<file path="src/rtl/sevenseg_pkg.sv">
// Shared types, segment patterns and width helper for the seven-segment scan driver.
package sevenseg_pkg;

  // Active-low segment vector, bit0=a .. bit6=g.
  typedef logic [6:0] seg_t;

  localparam seg_t SEG_0     = 7'b1000000;
  localparam seg_t SEG_1     = 7'b1111001;
  localparam seg_t SEG_2     = 7'b0100100;
  localparam seg_t SEG_3     = 7'b0110000;
  localparam seg_t SEG_4     = 7'b0011001;
  localparam seg_t SEG_5     = 7'b0010010;
  localparam seg_t SEG_6     = 7'b0000010;
  localparam seg_t SEG_7     = 7'b1111000;
  localparam seg_t SEG_8     = 7'b0000000;
  localparam seg_t SEG_9     = 7'b0011000;
  localparam seg_t SEG_A     = 7'b0001000;
  localparam seg_t SEG_B     = 7'b0000011;
  localparam seg_t SEG_C     = 7'b1000110;
  localparam seg_t SEG_D     = 7'b0100001;
  localparam seg_t SEG_E     = 7'b0000110;
  localparam seg_t SEG_F     = 7'b0001110;
  localparam seg_t SEG_BLANK = 7'b1111111;

  // Counter/index width for a range of n values, never less than one bit.
  function automatic int unsigned idx_width(input int unsigned n);
    return (n > 1) ? $clog2(n) : 1;
  endfunction

endpackage

</file>
<file path="src/rtl/sevenseg_decode.sv">
// Nibble to active-low seven-segment decoder; 10..15 shown as A..F or blanked.
module sevenseg_decode
  import sevenseg_pkg::*;
(
  input  logic [3:0] i_nibble,
  input  logic       i_hex_mode,
  output seg_t       o_seg_c
);

  // Pure lookup; hex letters only when hex mode is on.
  always_comb begin
    o_seg_c = SEG_BLANK;
    case (i_nibble)
      4'h0: o_seg_c = SEG_0;
      4'h1: o_seg_c = SEG_1;
      4'h2: o_seg_c = SEG_2;
      4'h3: o_seg_c = SEG_3;
      4'h4: o_seg_c = SEG_4;
      4'h5: o_seg_c = SEG_5;
      4'h6: o_seg_c = SEG_6;
      4'h7: o_seg_c = SEG_7;
      4'h8: o_seg_c = SEG_8;
      4'h9: o_seg_c = SEG_9;
      4'hA: o_seg_c = i_hex_mode ? SEG_A : SEG_BLANK;
      4'hB: o_seg_c = i_hex_mode ? SEG_B : SEG_BLANK;
      4'hC: o_seg_c = i_hex_mode ? SEG_C : SEG_BLANK;
      4'hD: o_seg_c = i_hex_mode ? SEG_D : SEG_BLANK;
      4'hE: o_seg_c = i_hex_mode ? SEG_E : SEG_BLANK;
      4'hF: o_seg_c = i_hex_mode ? SEG_F : SEG_BLANK;
      default: o_seg_c = SEG_BLANK;
    endcase
  end

endmodule

</file>
<file path="src/rtl/sevenseg_scan.sv">
// Time-multiplexed common-anode seven-segment driver with tear-free digit shadowing.
// Optional blink support is compiled in when SEVENSEG_BLINK_EN is defined.
module sevenseg_scan
  import sevenseg_pkg::*;
#(
  parameter int NUM_DIGITS = 4,
  parameter int SCAN_DIV   = 50000
`ifdef SEVENSEG_BLINK_EN
  ,
  parameter int BLINK_FRAMES = 64
`endif
) (
  input  logic                    clk,
  input  logic                    reset,
  input  logic                    load,
  input  logic [4*NUM_DIGITS-1:0] digits_in,
  input  logic [NUM_DIGITS-1:0]   dp_in,
  input  logic                    hex_mode,
  input  logic                    lz_en,
`ifdef SEVENSEG_BLINK_EN
  input  logic [NUM_DIGITS-1:0]   blink_mask,
`endif
  output seg_t                    seg_n,
  output logic                    dp_n,
  output logic [NUM_DIGITS-1:0]   an_n,
  output logic                    frame_done
);

  localparam int unsigned IDX_W = idx_width(NUM_DIGITS);
  localparam int unsigned CNT_W = idx_width(SCAN_DIV);

  logic [CNT_W-1:0]        r_cnt;
  logic [IDX_W-1:0]        r_idx;
  logic [4*NUM_DIGITS-1:0] r_pend_dig;
  logic [NUM_DIGITS-1:0]   r_pend_dp;
  logic                    r_pend_valid;
  logic [4*NUM_DIGITS-1:0] r_act_dig;
  logic [NUM_DIGITS-1:0]   r_act_dp;
  seg_t                    r_seg_n;
  logic                    r_dp_n;
  logic [NUM_DIGITS-1:0]   r_an_n;
  logic                    r_frame_done;

  logic                    w_tick;
  logic                    w_boundary;
  logic [3:0]              w_nib;
  logic                    w_dp;
  logic                    w_lz;
  logic                    w_blink_sel;
  logic                    w_blink_off;
  seg_t                    w_seg;

  assign w_tick     = (r_cnt == CNT_W'(SCAN_DIV - 1));
  assign w_boundary = w_tick && (r_idx == IDX_W'(NUM_DIGITS - 1));

  // Scan timer and digit index.
  always_ff @(posedge clk or posedge reset) begin
    if (reset) begin
      r_cnt <= '0;
      r_idx <= '0;
    end else begin
      r_cnt <= w_tick ? '0 : r_cnt + CNT_W'(1);
      if (w_tick) begin
        r_idx <= (r_idx == IDX_W'(NUM_DIGITS - 1)) ? '0 : r_idx + IDX_W'(1);
      end
    end
  end

  // Pending/active shadow: commit at frame boundary uses pre-cycle pending, a coincident load re-arms pending.
  always_ff @(posedge clk or posedge reset) begin
    if (reset) begin
      r_pend_dig   <= '0;
      r_pend_dp    <= '0;
      r_pend_valid <= 1'b0;
      r_act_dig    <= '0;
      r_act_dp     <= '0;
    end else begin
      if (w_boundary && r_pend_valid) begin
        r_act_dig    <= r_pend_dig;
        r_act_dp     <= r_pend_dp;
        r_pend_valid <= 1'b0;
      end
      if (load) begin
        r_pend_dig   <= digits_in;
        r_pend_dp    <= dp_in;
        r_pend_valid <= 1'b1;
      end
    end
  end

  // Select current digit and work out leading-zero blanking from the top nibble down.
  always_comb begin : sel_digit
    logic v_zero_run;
    w_nib       = '0;
    w_dp        = 1'b0;
    w_lz        = 1'b0;
    w_blink_sel = 1'b0;
    v_zero_run  = 1'b1;
    for (int k = NUM_DIGITS - 1; k >= 0; k--) begin
      v_zero_run = v_zero_run & (r_act_dig[4*k +: 4] == 4'd0);
      if (r_idx == IDX_W'(k)) begin
        w_nib = r_act_dig[4*k +: 4];
        w_dp  = r_act_dp[k];
        w_lz  = v_zero_run && (k > 0);
`ifdef SEVENSEG_BLINK_EN
        w_blink_sel = blink_mask[k];
`endif
      end
    end
  end

  sevenseg_decode u_decode (
    .i_nibble  (w_nib),
    .i_hex_mode(hex_mode),
    .o_seg_c   (w_seg)
  );

`ifdef SEVENSEG_BLINK_EN
  localparam int unsigned BF_W = idx_width(BLINK_FRAMES);

  logic [BF_W-1:0] r_blink_cnt;
  logic            r_blink_on;

  // Blink phase toggles every BLINK_FRAMES frame boundaries, starting in the on phase.
  always_ff @(posedge clk or posedge reset) begin
    if (reset) begin
      r_blink_cnt <= '0;
      r_blink_on  <= 1'b1;
    end else if (w_boundary) begin
      if (r_blink_cnt == BF_W'(BLINK_FRAMES - 1)) begin
        r_blink_cnt <= '0;
        r_blink_on  <= ~r_blink_on;
      end else begin
        r_blink_cnt <= r_blink_cnt + BF_W'(1);
      end
    end
  end

  assign w_blink_off = ~r_blink_on & w_blink_sel;
`else
  assign w_blink_off = 1'b0;
`endif

  // Registered pin drivers and end-of-frame pulse.
  always_ff @(posedge clk or posedge reset) begin
    if (reset) begin
      r_seg_n      <= SEG_BLANK;
      r_dp_n       <= 1'b1;
      r_an_n       <= '1;
      r_frame_done <= 1'b0;
    end else begin
      r_an_n       <= ~(NUM_DIGITS'(1) << r_idx);
      r_frame_done <= w_boundary;
      if (w_blink_off) begin
        r_seg_n <= SEG_BLANK;
        r_dp_n  <= 1'b1;
      end else begin
        r_seg_n <= (lz_en && w_lz) ? SEG_BLANK : w_seg;
        r_dp_n  <= ~w_dp;
      end
    end
  end

  assign seg_n      = r_seg_n;
  assign dp_n       = r_dp_n;
  assign an_n       = r_an_n;
  assign frame_done = r_frame_done;

endmodule
</file>
<file path="config.mk">
export PLATFORM = sky130hd
export DESIGN_NAME = sevenseg_scan
export DESIGN_NICKNAME = d
export VERILOG_FILES = /design/src/rtl/sevenseg_pkg.sv /design/src/rtl/sevenseg_decode.sv /design/src/rtl/sevenseg_scan.sv
export SDC_FILE = /design/constraint.sdc
export NUM_CORES = 1
export LEC_CHECK = 0
export BUFFER_PORTS_ARGS = -buffer_cell sky130_fd_sc_hd__buf_2
export CELL_PAD_IN_SITES_DETAIL_PLACEMENT = 2
export CELL_PAD_IN_SITES_GLOBAL_PLACEMENT = 2
export CORE_ASPECT_RATIO = 0.6
export CORE_MARGIN = 2
export CORE_UTILIZATION = 39
export DETAILED_ROUTE_END_ITERATION = 12
export PLACE_DENSITY = 0.81
export SETUP_SLACK_MARGIN = 0.1
export SYNTH_ARGS = -nofsm -noshare
export SYNTH_HDL_FRONTEND = slang
export SYNTH_SLANG_ARGS = --single-unit
</file>
<file path="constraint.sdc">
create_clock -name clk -period 3.1 [get_ports clk]
set_clock_uncertainty 0.1 [all_clocks]
set_input_delay 0.465 -clock clk [delete_from_list [all_inputs] [get_ports clk]]
set_output_delay 0.465 -clock clk [all_outputs]
set_load 0.05 [all_outputs]
</file>
==> results of run 1 <==
## sequential cells by signal (all words and copies together), names as in the netlist
name          count
seg_n             7
r_cnt            16
an_n              4
r_pend_dp         4
frame_done        1
dp_n              1
r_act_dig        16
r_pend_valid      1
r_act_dp          4
r_idx             2
r_pend_dig       16
## layout make-up
type / instances / share of cell area
Clock buffer: 9 / 0.0564
Clock inverter: 7 / 0.0254
Inverter: 12 / 0.0113
Multi-Input combinational cell: 176 / 0.358
Sequential cell: 72 / 0.455
Tap cell: 112 / 0.0351
Timing Repair Buffer: 42 / 0.0589
## placed cells by master, fill, tap and decap left out, types with 3 or more instances in the layout
cell,count
dfrtp_1,60
buf_2,37
mux2_2,20
mux2_4,20
nand2_1,16
nor2_1,12
dfstp_2,12
nand3_1,11
inv_1,11
clkbuf_16,9
o21ai_0,8
a21oi_1,8
xor2_1,8
nor3_1,7
ha_1,5
nand3b_1,4
nor3b_1,4
nor2b_1,4
a211oi_1,4
o22ai_1,4
buf_4,4
nor4_1,3
o21ai_1,3
a221o_1,3
mux2i_1,3
nand4_1,3
xnor2_1,3
inv_6,3
## logic make-up (layout without fill, tap and decap cells)
kind of cell,count (synthesis),after routing
compound gates,42,42
xor+xnor,11,11
fa+ha+maj,5,5
buf+inv,23,70
flops,72,72
mux,43,43
simple gates,75,75
## per-layer routing
metal	wire, um	vias to the layer above	track usage
met2	4030	45	0.332
met4	97	0	0.0556
met1	4220	1181	0.282
met5	0	-	0
li1	-	1065	-
met3	337	12	0.0599
## final timing paths
| path | end | cells past startpoint | slack (ns) |
|---|---|---|---|
| max | seg_n[3] | 7 | 0.39 |
| min | r_cnt[2] | 2 | 0.16 |
| max reg2reg | seg_n[3] | 7 | 0.39 |
| min reg2reg | dp_n | 1 | 0.35 |
| max in group asynchronous | an_n[0] | 3 | 2.02 |
| min in group clk | r_pend_dig[8] | 2 | 0.25 |
## per-stage QoR
stage / setup WS [ns] / total power, mW / std cells
2_1_floorplan: 0.730 / 1.04 / 271
4_1_cts: 0.423 / 2.23 / 430
6_report: 0.387 / 2.20 / 430
3_5_place_dp: 0.472 / 1.08 / 414
5_1_grt: 0.221 / 2.28 / 430
3_3_place_gp: 0.623 / 1.07 / 414
## power groups by stage
| stage | logic (mW) | clock network, mW | registers [mW] |
|---|---|---|---|
| 5_1_grt | 0.0840 | 1.21 | 0.987 |
| 6_report | 0.0742 | 1.14 | 0.983 |
| 3_5_place_dp | 0.0763 | 0 | 1.00 |
| 4_1_cts | 0.0773 | 1.17 | 0.984 |
| 3_3_place_gp | 0.0727 | 0 | 0.997 |
| 2_1_floorplan | 0.0467 | 0 | 0.992 |
==> reports/metrics.cfg, run 1 <==
[power_and_ir_drop]
p_switching_mw = 0.484
p_int_mw = 1.72
peakVddDrop_uv = 324
swShare = 0.220
p_comb_frac = 0.034
p_per_area_nw_per_um2 = 551
p_clk_frac = 0.520
power_frac_seq = 0.446
leakage_nw = 1.87

[yosys]
syn_area_um2 = 3360
synth_xor_area_frac = 0.0287
ys_seq_area_frac = 0.541
synth_flop_cell = dfrtp_1
synth-async-reset-ratio = 1.00
synth_seq_cells = 72
synthCells = 271
synth_edf_count = 0
synthAdderAreaFrac = 0.0186
synth.area.top_cells = dfrtp_1 45%, dfstp_2 9.4%, mux2_4 8.9%
syn_nets = 301
synthDistinctLibCells = 45
synth_compound_area_frac = 0.0868
ys_warn_count = 0
synth_top_family_by_area = multiplexers
synthTopCellsByCount = 60 x dfrtp_1, 20 x mux2_2, 20 x mux2_4
muxShareOfSynthArea = 0.165
netlist.area_leader.share = 0.447
synth_simple_gate_area_frac = 0.127
syn_avg_cell_area_um2 = 12.4
yosysTopAreaCell = dfrtp_1
synthMostInstantiatedCell = dfrtp_1

[status]
outcome = completed

[route]
drc = 0
drtIter0Drc = 98
routed_wl_um = 8680
dr.pass1.iters = 4
vias = 2303
wl_per_cell_um = 20.2
vias_per_cell = 5.36
ant_nets = 0

[clocking]
cts-root-buf = clkbuf_16
post_cts_buffers = 0
cts_made_buffers = 9
h-tree-depth = 3
hold_buffers = 0
clock_path_buffers = 2
clk_pin_slew_ns = 0.06
clk_latency_ns = 0.34
cts_resized = 0
cts_tree = built
cts_sinks = 72

[timing]
fmax_mhz = 369
hold_viol = 0
timing.final.crit_share = 0.875
setup_viol = 0
timing.hold.ws_ns = 0.156
rsz0062_at_grt = no
slew_headroom = 0.504
tightest_slew_ns = 0.743
maxSlewViolCount = 0
setup_tns_ns = 0
period_minus_slack_ns = 2.71

[placement]
gp_congestion = 0.781
dpl.hpwl_um = 6070
dpl_cell_area_um2 = 3670
portBuffers = 37

[finish]
antennaDiodeCount = 0
nets = 343
num-fill-cells = 841
final_util = 0.474
multiInputGateArea_um2 = 1430
seq_area_um2 = 1820
drive_gt1_frac = 0.365
syn_to_final_growth_pct = 19.0
finalInstanceArea_um2 = 4000

[worst_setup_path]
crit_family = simple AND/OR/NAND/NOR gates
slowest_stage = ha_1
required_ns = 3.25
crit_start = r_idx[0]
arrival_ns = 2.86
start_kind = flop
worstPathMaxFanout = 15
r2r-start = r_idx[0]
timing.critical_path.buf_inv = 1
crit_type = reg2reg
end_kind = flop
crit_path_cell_trace = inv_1, ha_1, nor2_1, a311o_1, nand3_1, a21oi_1, or4_1
critPathMaxStageDelay_ns = 0.53

[global_routing]
grt_pass1_vias = 2551
grtUsageTotal = 0.208
grt_pass1_wl_um = 14200
grt_max_degree = 41
grt_antenna_before_repair = 0
grt-ovfl-total = 0

[job]
drv_cap = 0

[die]
fp.dieH_um = 75.9
initial_core_util = 0.398
rows = 26
dieArea_um2 = 9390
core-area_um2 = 8430
pin_count = 38
die_x_um = 124

[hold_path]
hold_class = in2async

No activity file was read; power rests on OpenSTA's default activity.
==> run 2, diff against run 1 <==
Settings changed: ABC_AREA from default to 1, CORE_UTILIZATION 39 to 35.
==> run 2 against run 1 <==
  * Maximum frequency is 21% higher
  * Cell area increased by 2.4%
  * Clock power barely moved
  * Total power decreased by 1.0%
  * Non-clock buffer count is 4 lower
  * Clock-buffer cell count grew 2
  * Worst setup slack improved by 0.47 ns
  * Global-route usage is 1.5 points lower
  * Die area increased by 15%
  * Critical path depth increased by 6
  * Sequential share of layout area fell by 1.1 points
==> reports/metrics.cfg, run 2 <==
[global_routing]
grt_antenna_before_repair = 0  ; unchanged
grtUsageTotal = 0.193  ; was 0.208
grt-ovfl-total = 0  ; unchanged
grt_pass1_vias = 3075  ; was 2551
grt_max_degree = 44  ; was 41
grt_pass1_wl_um = 16000  ; was 14200 um

[yosys]
synthCells = 399  ; was 271
syn_area_um2 = 3470  ; was 3360 um^2
synth_compound_area_frac = 0.132  ; was 0.0868
syn_avg_cell_area_um2 = 8.70  ; was 12.4 um^2
synthDistinctLibCells = 35  ; was 45
synth_simple_gate_area_frac = 0.224  ; was 0.127
muxShareOfSynthArea = 0  ; was 0.165
yosysTopAreaCell = dfrtp_1  ; unchanged
synth_top_family_by_area = simple AND/OR/NAND/NOR gates  ; was multiplexers
synthTopCellsByCount = 88 x nand2_1, 60 x dfrtp_1, 54 x inv_1  ; was 60 x dfrtp_1, 20 x mux2_2, 20 x mux2_4
synth.area.top_cells = dfrtp_1 43%, nand2_1 9.5%, dfstp_2 9.1%  ; was dfrtp_1 45%, dfstp_2 9.4%, mux2_4 8.9%
synth_seq_cells = 72  ; unchanged
synthAdderAreaFrac = 0.0180  ; was 0.0186
synth_edf_count = 0  ; unchanged
ys_seq_area_frac = 0.523  ; was 0.541
netlist.area_leader.share = 0.433  ; was 0.447
syn_nets = 429  ; was 301
synth-async-reset-ratio = 1.00  ; unchanged
ys_warn_count = 0  ; unchanged
synthMostInstantiatedCell = nand2_1  ; was dfrtp_1
synth_xor_area_frac = 0.0151  ; was 0.0287
synth_flop_cell = dfrtp_1  ; unchanged

[die]
rows = 28  ; was 26
pin_count = 38  ; unchanged
fp.dieH_um = 81.1  ; was 75.9 um
die_x_um = 133  ; was 124 um
core-area_um2 = 9740  ; was 8430 um^2
dieArea_um2 = 10800  ; was 9390 um^2
initial_core_util = 0.356  ; was 0.398

[worst_setup_path]
required_ns = 3.25  ; about the same
worstPathMaxFanout = 12  ; was 15
r2r.worst_path.cells = 13  ; was 7
reg2reg_to = seg_n[3]  ; unchanged
end_kind = flop  ; unchanged
crit_type = reg2reg  ; unchanged
arrival_ns = 2.39  ; was 2.86 ns
start_kind = flop  ; unchanged
r2r-start = r_idx[0]  ; unchanged
r2r_setup_slack_ns = 0.86  ; was 0.39 ns

[timing]
fin_ws_ns = 0.861  ; was 0.387 ns
period_minus_slack_ns = 2.24  ; was 2.71 ns
tightest_slew_ns = 0.676  ; was 0.743 ns
hold_viol = 0  ; unchanged
setup_viol = 0  ; unchanged
maxSlewViolCount = 0  ; unchanged
fmax_mhz = 447  ; was 369 MHz
slew_headroom = 0.549  ; was 0.504
rsz0062_at_grt = no  ; unchanged
timing.final.crit_share = 0.722  ; was 0.875
timing.hold.ws_ns = 0.127  ; was 0.156 ns
setup_tns_ns = 0  ; unchanged

[finish]
finalInstanceArea_um2 = 4090  ; was 4000 um^2
nets = 468  ; was 343
syn_to_final_growth_pct = 17.9  ; was 19.0%
layout_common_cells = 88 x nand2_1, 60 x dfrtp_1, 53 x inv_1  ; was 60 x dfrtp_1, 37 x buf_2, 20 x mux2_2, 20 x mux2_4, 16 x nand2_1
antennaDiodeCount = 0  ; unchanged
final_common_cell = nand2_1  ; was dfrtp_1
top_regs = r_act_dig (16), r_cnt (16), r_pend_dig (16)  ; unchanged
drive_gt1_frac = 0.237  ; was 0.365

[clocking]
clk_pin_slew_ns = 0.06  ; about the same
cts_tree = built  ; unchanged
post_cts_buffers = 0  ; unchanged
cts_sinks = 72  ; unchanged
cts-root-buf = clkbuf_16  ; unchanged
cts_resized = 0  ; unchanged
clk_latency_ns = 0.34  ; about the same
clock_path_buffers = 2  ; unchanged
h-tree-depth = 3  ; unchanged
cts_made_buffers = 9  ; unchanged
hold_buffers = 0  ; unchanged

[placement]
dpl.hpwl_um = 6620  ; was 6070 um
portBuffers = 37  ; unchanged
dpl_cell_area_um2 = 3770  ; was 3670 um^2
gp_congestion = 0.826  ; was 0.781
pre_cts_ws_ns = 0.890  ; was 0.472 ns

[power_and_ir_drop]
p_total_mw = 2.18  ; was 2.20 mW
leakage_nw = 2.00  ; was 1.87 nW
peakVddDrop_uv = 259  ; was 324 uV
p_per_area_nw_per_um2 = 532  ; was 551 nW/um^2

[route]
drtIter0Drc = 125  ; was 98
vias_per_cell = 4.81  ; was 5.36
vias = 2781  ; was 2303
dr.pass1.iters = 4  ; unchanged
wl_per_cell_um = 16.1  ; was 20.2 um
drc = 0  ; unchanged
routed_wl_um = 9290  ; was 8680 um
ant_nets = 0  ; unchanged

[hold_path]
hold_class = in2async  ; unchanged

[job]
drv_cap = 0  ; unchanged

[status]
outcome = completed  ; unchanged

run 2: changes by cell type after synthesis, sizes merged, moves of 8 or more:
cell   delta
nand4     +9
nand2    +80
mux2     -40
nor2     +21
o21ai    +38
inv      +48
nand3     +8
a21oi    +11
run 2: layout make-up:
| cell class | instances | area (um^2) |
|---|---|---|
| Fill cell | 1137 | 5650 |
| Sequential cell | 72 | 1820 |
| Multi-Input combinational cell | 257 | 1350 |
| Clock buffer | 11 | 243 |
| Inverter | 60 | 225 |
| Timing Repair Buffer | 38 | 205 |
| Tap cell | 135 | 169 |
| Clock inverter | 5 | 81.3 |
run 2: worst max-delay path by stage:
stage,to,cells past startpoint,slack (ns),startpoint
6_report,seg_n[3],13,0.86,r_idx[0]
5_1_grt,seg_n[3],12,0.60,r_idx[0]
4_1_cts,seg_n[3],13,0.85,r_idx[0]
3_5_place_dp,seg_n[3],12,0.89,r_idx[0]
3_3_place_gp,seg_n[3],12,0.96,r_idx[0]
2_1_floorplan,frame_done,1,0.73,reset
run 2: critical path: stages (launching register included):
cell and delay (ns):
dfrtp_1 0.40, inv_1 0.15, ha_1 0.34, inv_2 0.12, nand3_1 0.09, nand2_1 0.10
nand2_1 0.10, nand2_2 0.17, nand2_1 0.21, nand2_1 0.07, nand2_1 0.06, nand2_1 0.06
nor2_1 0.10, nand3_1 0.08
run 2: cells by family (layout without fill, tap and decap cells):
| group | count (synthesis) | count (layout) |
|---|---|---|
| compound gates | 76 | 76 |
| fa+ha+maj | 5 | 5 |
| simple gates | 170 | 170 |
| xor+xnor | 6 | 6 |
| flops | 72 | 72 |
| buf+inv | 70 | 114 |
run 2: routing by layer:
metal  vias to the layer above  part of all wire  global-route usage
li1                       1362                 -                   -
met4                         0            0.0096              0.0484
met1                      1372              0.51               0.261
met2                        38              0.45               0.310
met5                         -                 0                   0
met3                         9             0.034              0.0543
run 2: stage by stage:
stage                     std cells   util
after floorplan                 399      -
after CTS                       578  0.420
after global placement          562  0.387
after detailed placement        562  0.387
final                           578  0.420
after global routing            578  0.420
run 2: power breakdown:
part           total, mW  switching, mW  internal [mW]  leakage (nW)
logic             0.0811         0.0566         0.0245         0.934
registers          0.970        0.00607          0.964         0.907
clock network       1.13          0.402          0.726         0.156
total               2.18          0.464           1.71          2.00
==> run 3, diff against run 2 <==
Settings changed: CORE_UTILIZATION 35 to 32, PLACE_DENSITY 0.81 to 0.78.
Clock period 3.1 ns to 2.01 ns, I/O delays scaled along.
==> run 3 against run 2 <==
  * The run now ends with negative setup slack left
  * Wire length rose by 45%
  * Critical endpoint is now seg_n[4]
  * Die area rose by 9.0%
  * Cell count rose by 7.3%
  * Global-route usage rose by 0.92 points
  * Combinational power rose by 69%
  * Worst setup slack got worse by 0.89 ns
  * Largest power group unchanged
  * Sequential power rose by 55%
  * Sequential share of layout area fell by 7.3 points
==> reports/metrics.cfg, run 3 (synthesized netlist as in run 2, its figures left out) <==
[clocking]
cts_tree = built  ; unchanged
clk_latency_ns = 0.34  ; about the same
cts_made_buffers = 9  ; unchanged
clk_pin_slew_ns = 0.06  ; about the same
h-tree-depth = 3  ; unchanged
cts-root-buf = clkbuf_16  ; unchanged
cts_sinks = 72  ; unchanged
clock_path_buffers = 2  ; unchanged

[die]
core-area_um2 = 10600  ; was 9740 um^2
initial_core_util = 0.329  ; was 0.356
fp.dieH_um = 84.7  ; was 81.1 um
die_x_um = 138  ; was 133 um
rows = 29  ; was 28
dieArea_um2 = 11700  ; was 10800 um^2
pin_count = 38  ; unchanged

[timing]
slew_headroom = 0.588  ; was 0.549
fmax_mhz = 490  ; was 447 MHz
hold_viol = 0  ; unchanged
setup_tns_ns = -0.0421  ; was 0 ns
period_minus_slack_ns = 2.04  ; was 2.24 ns
fin_ws_ns = -0.0324  ; was 0.861 ns
timing.final.crit_share = 1.02  ; was 0.722
timing.hold.ws_ns = 0.0715  ; was 0.127 ns
maxSlewViolCount = 0  ; unchanged
setup_viol = 2  ; was 0
rsz0062_at_grt = yes  ; was no
tightest_slew_ns = 0.617  ; was 0.676 ns

[worst_setup_path]
worstPathMaxFanout = 7  ; was 12
required_ns = 2.18  ; was 3.25 ns
crit_type = reg2reg  ; unchanged
end_kind = flop  ; unchanged
start_kind = flop  ; unchanged
arrival_ns = 2.21  ; was 2.39 ns

[finish]
nets = 507  ; was 468
multiInputGateArea_um2 = 1790  ; was 1350 um^2
layout_common_cells = 76 x nand2_1, 57 x dfrtp_1, 49 x inv_1  ; was 88 x nand2_1, 60 x dfrtp_1, 53 x inv_1
num-fill-cells = 1127  ; was 1137
antennaDiodeCount = 0  ; unchanged
final_common_cell = nand2_1  ; unchanged
drive_gt1_frac = 0.405  ; was 0.237
top_regs = r_act_dig (16), r_cnt (16), r_pend_dig (16)  ; unchanged
syn_to_final_growth_pct = 41.5  ; was 17.9%
seq_area_um2 = 1820  ; about the same

[global_routing]
grt_max_degree = 58  ; was 44
grt-ovfl-total = 0  ; unchanged
grt_pass1_vias = 3309  ; was 3075
grtUsageTotal = 0.203  ; was 0.193
grt_pass1_wl_um = 18400  ; was 16000 um
grt_antenna_before_repair = 0  ; unchanged

[power_and_ir_drop]
p_total_mw = 3.39  ; was 2.18 mW
p_comb_frac = 0.040  ; was 0.037
p_per_area_nw_per_um2 = 690  ; was 532 nW/um^2
peakVddDrop_uv = 390  ; was 259 uV
swShare = 0.221  ; was 0.213
power_frac_seq = 0.442  ; was 0.445
p_clk_frac = 0.518  ; about the same
p_switching_mw = 0.749  ; was 0.464 mW
p_int_mw = 2.64  ; was 1.71 mW
leakage_nw = 2.30  ; was 2.00 nW

[placement]
gp_congestion = 0.843  ; was 0.826
portBuffers = 37  ; unchanged
dpl.hpwl_um = 7330  ; was 6620 um
pre_cts_ws_ns = -0.101  ; was 0.890 ns

[route]
vias_per_cell = 5.09  ; was 4.81
routed_wl_um = 13500  ; was 9290 um
ant_nets = 0  ; unchanged
drc = 0  ; unchanged
drtIter0Drc = 169  ; was 125
wl_per_cell_um = 21.7  ; was 16.1 um
vias = 3156  ; was 2781
dr.pass1.iters = 4  ; unchanged

[hold_path]
hold_class = in2reg  ; was in2async

[status]
outcome = finished, violations left  ; was completed
violations = negative setup slack

[job]
drv_cap = 0  ; unchanged

==> run 3: cell count changes in the layout (fill, tap and decap cells not counted), moves of 7 or more <==
| cell | previous run | this run |
|---|---|---|
| a21oi_4 | 0 | 8 |
| nor2_4 | 3 | 10 |
| nand2_4 | 1 | 14 |
| nor2_1 | 26 | 19 |
| buf_4 | 0 | 29 |
| nand2_1 | 88 | 76 |
| nand3_1 | 20 | 12 |
| a21oi_1 | 18 | 10 |
==> run 3: layer usage <==
| metal | vias up | global-route usage | wire length (um) |
|---|---|---|---|
| met4 | 0 | 0.0640 | 267 |
| met3 | 23 | 0.0434 | 548 |
| li1 | 1443 | - | - |
| met2 | 74 | 0.334 | 6770 |
| met1 | 1616 | 0.269 | 5880 |
| met5 | - | 0 | 0 |
==> run 3: critical path: stages (launching register included) <==
cell and delay, ns:
dfrtp_2 0.44, inv_2 0.10, buf_6 0.13, ha_4 0.29, inv_8 0.08, nor2_4 0.14, buf_4 0.13, a21oi_2 0.04
nor2_2 0.17, nand2_1 0.10, nand2_1 0.11, nor2_1 0.06, nand3_1 0.07
==> run 3: path summary, 6_finish.rpt <==
check                      slack, ns     startpoint  cells after the start             to
setup / recovery               -0.03       r_idx[0]                     12       seg_n[4]
hold reg to reg                 0.38  r_act_dig[11]                      2  r_act_dig[11]
max in group asynchronous       0.71          reset                      4        an_n[2]
min in group asynchronous       0.41          reset                      3       r_cnt[3]
setup reg to reg               -0.03       r_idx[0]                     12       seg_n[4]
hold / removal                  0.07   digits_in[0]                      3  r_pend_dig[0]
==> run 3: layout make-up <==
class,count,share of cell area
clock buffer,10,0.0487
clock inverter,5,0.0166
inverter,60,0.0502
multi-input combinational,258,0.365
sequential,72,0.371
tap,139,0.0354
timing repair buffer,76,0.113
==> run 3: power by group through the flow <==
stage / sequential (mW) / combinational [mW] / clock, mW
5_1_grt: 1.50 / 0.159 / 1.84
4_1_cts: 1.50 / 0.140 / 1.78
3_5_place_dp: 1.52 / 0.136 / 0
2_1_floorplan: 1.52 / 0.0743 / 0
6_report: 1.50 / 0.137 / 1.76
3_3_place_gp: 1.52 / 0.130 / 0
==> run 3: timing repair <==
item / 4_1_cts / 5_1_grt
pin swaps: 9 / 36
gates resized for setup: 48 / 63
setup endpoints to repair: 13 / 32
cloned: 1 / 1
buffers inserted: 4 / 21
hold endpoints to repair: 11 / 0
hold buffers: 1 / 0
==> run 3: through the flow <==
step	utilization	instances	cell area, um^2
after floorplan	-	399	3470
after global placement	0.367	577	3870
after detailed placement	0.367	577	3870
after CTS	0.420	598	4440
after global routing	0.465	620	4910
final	0.465	620	4910
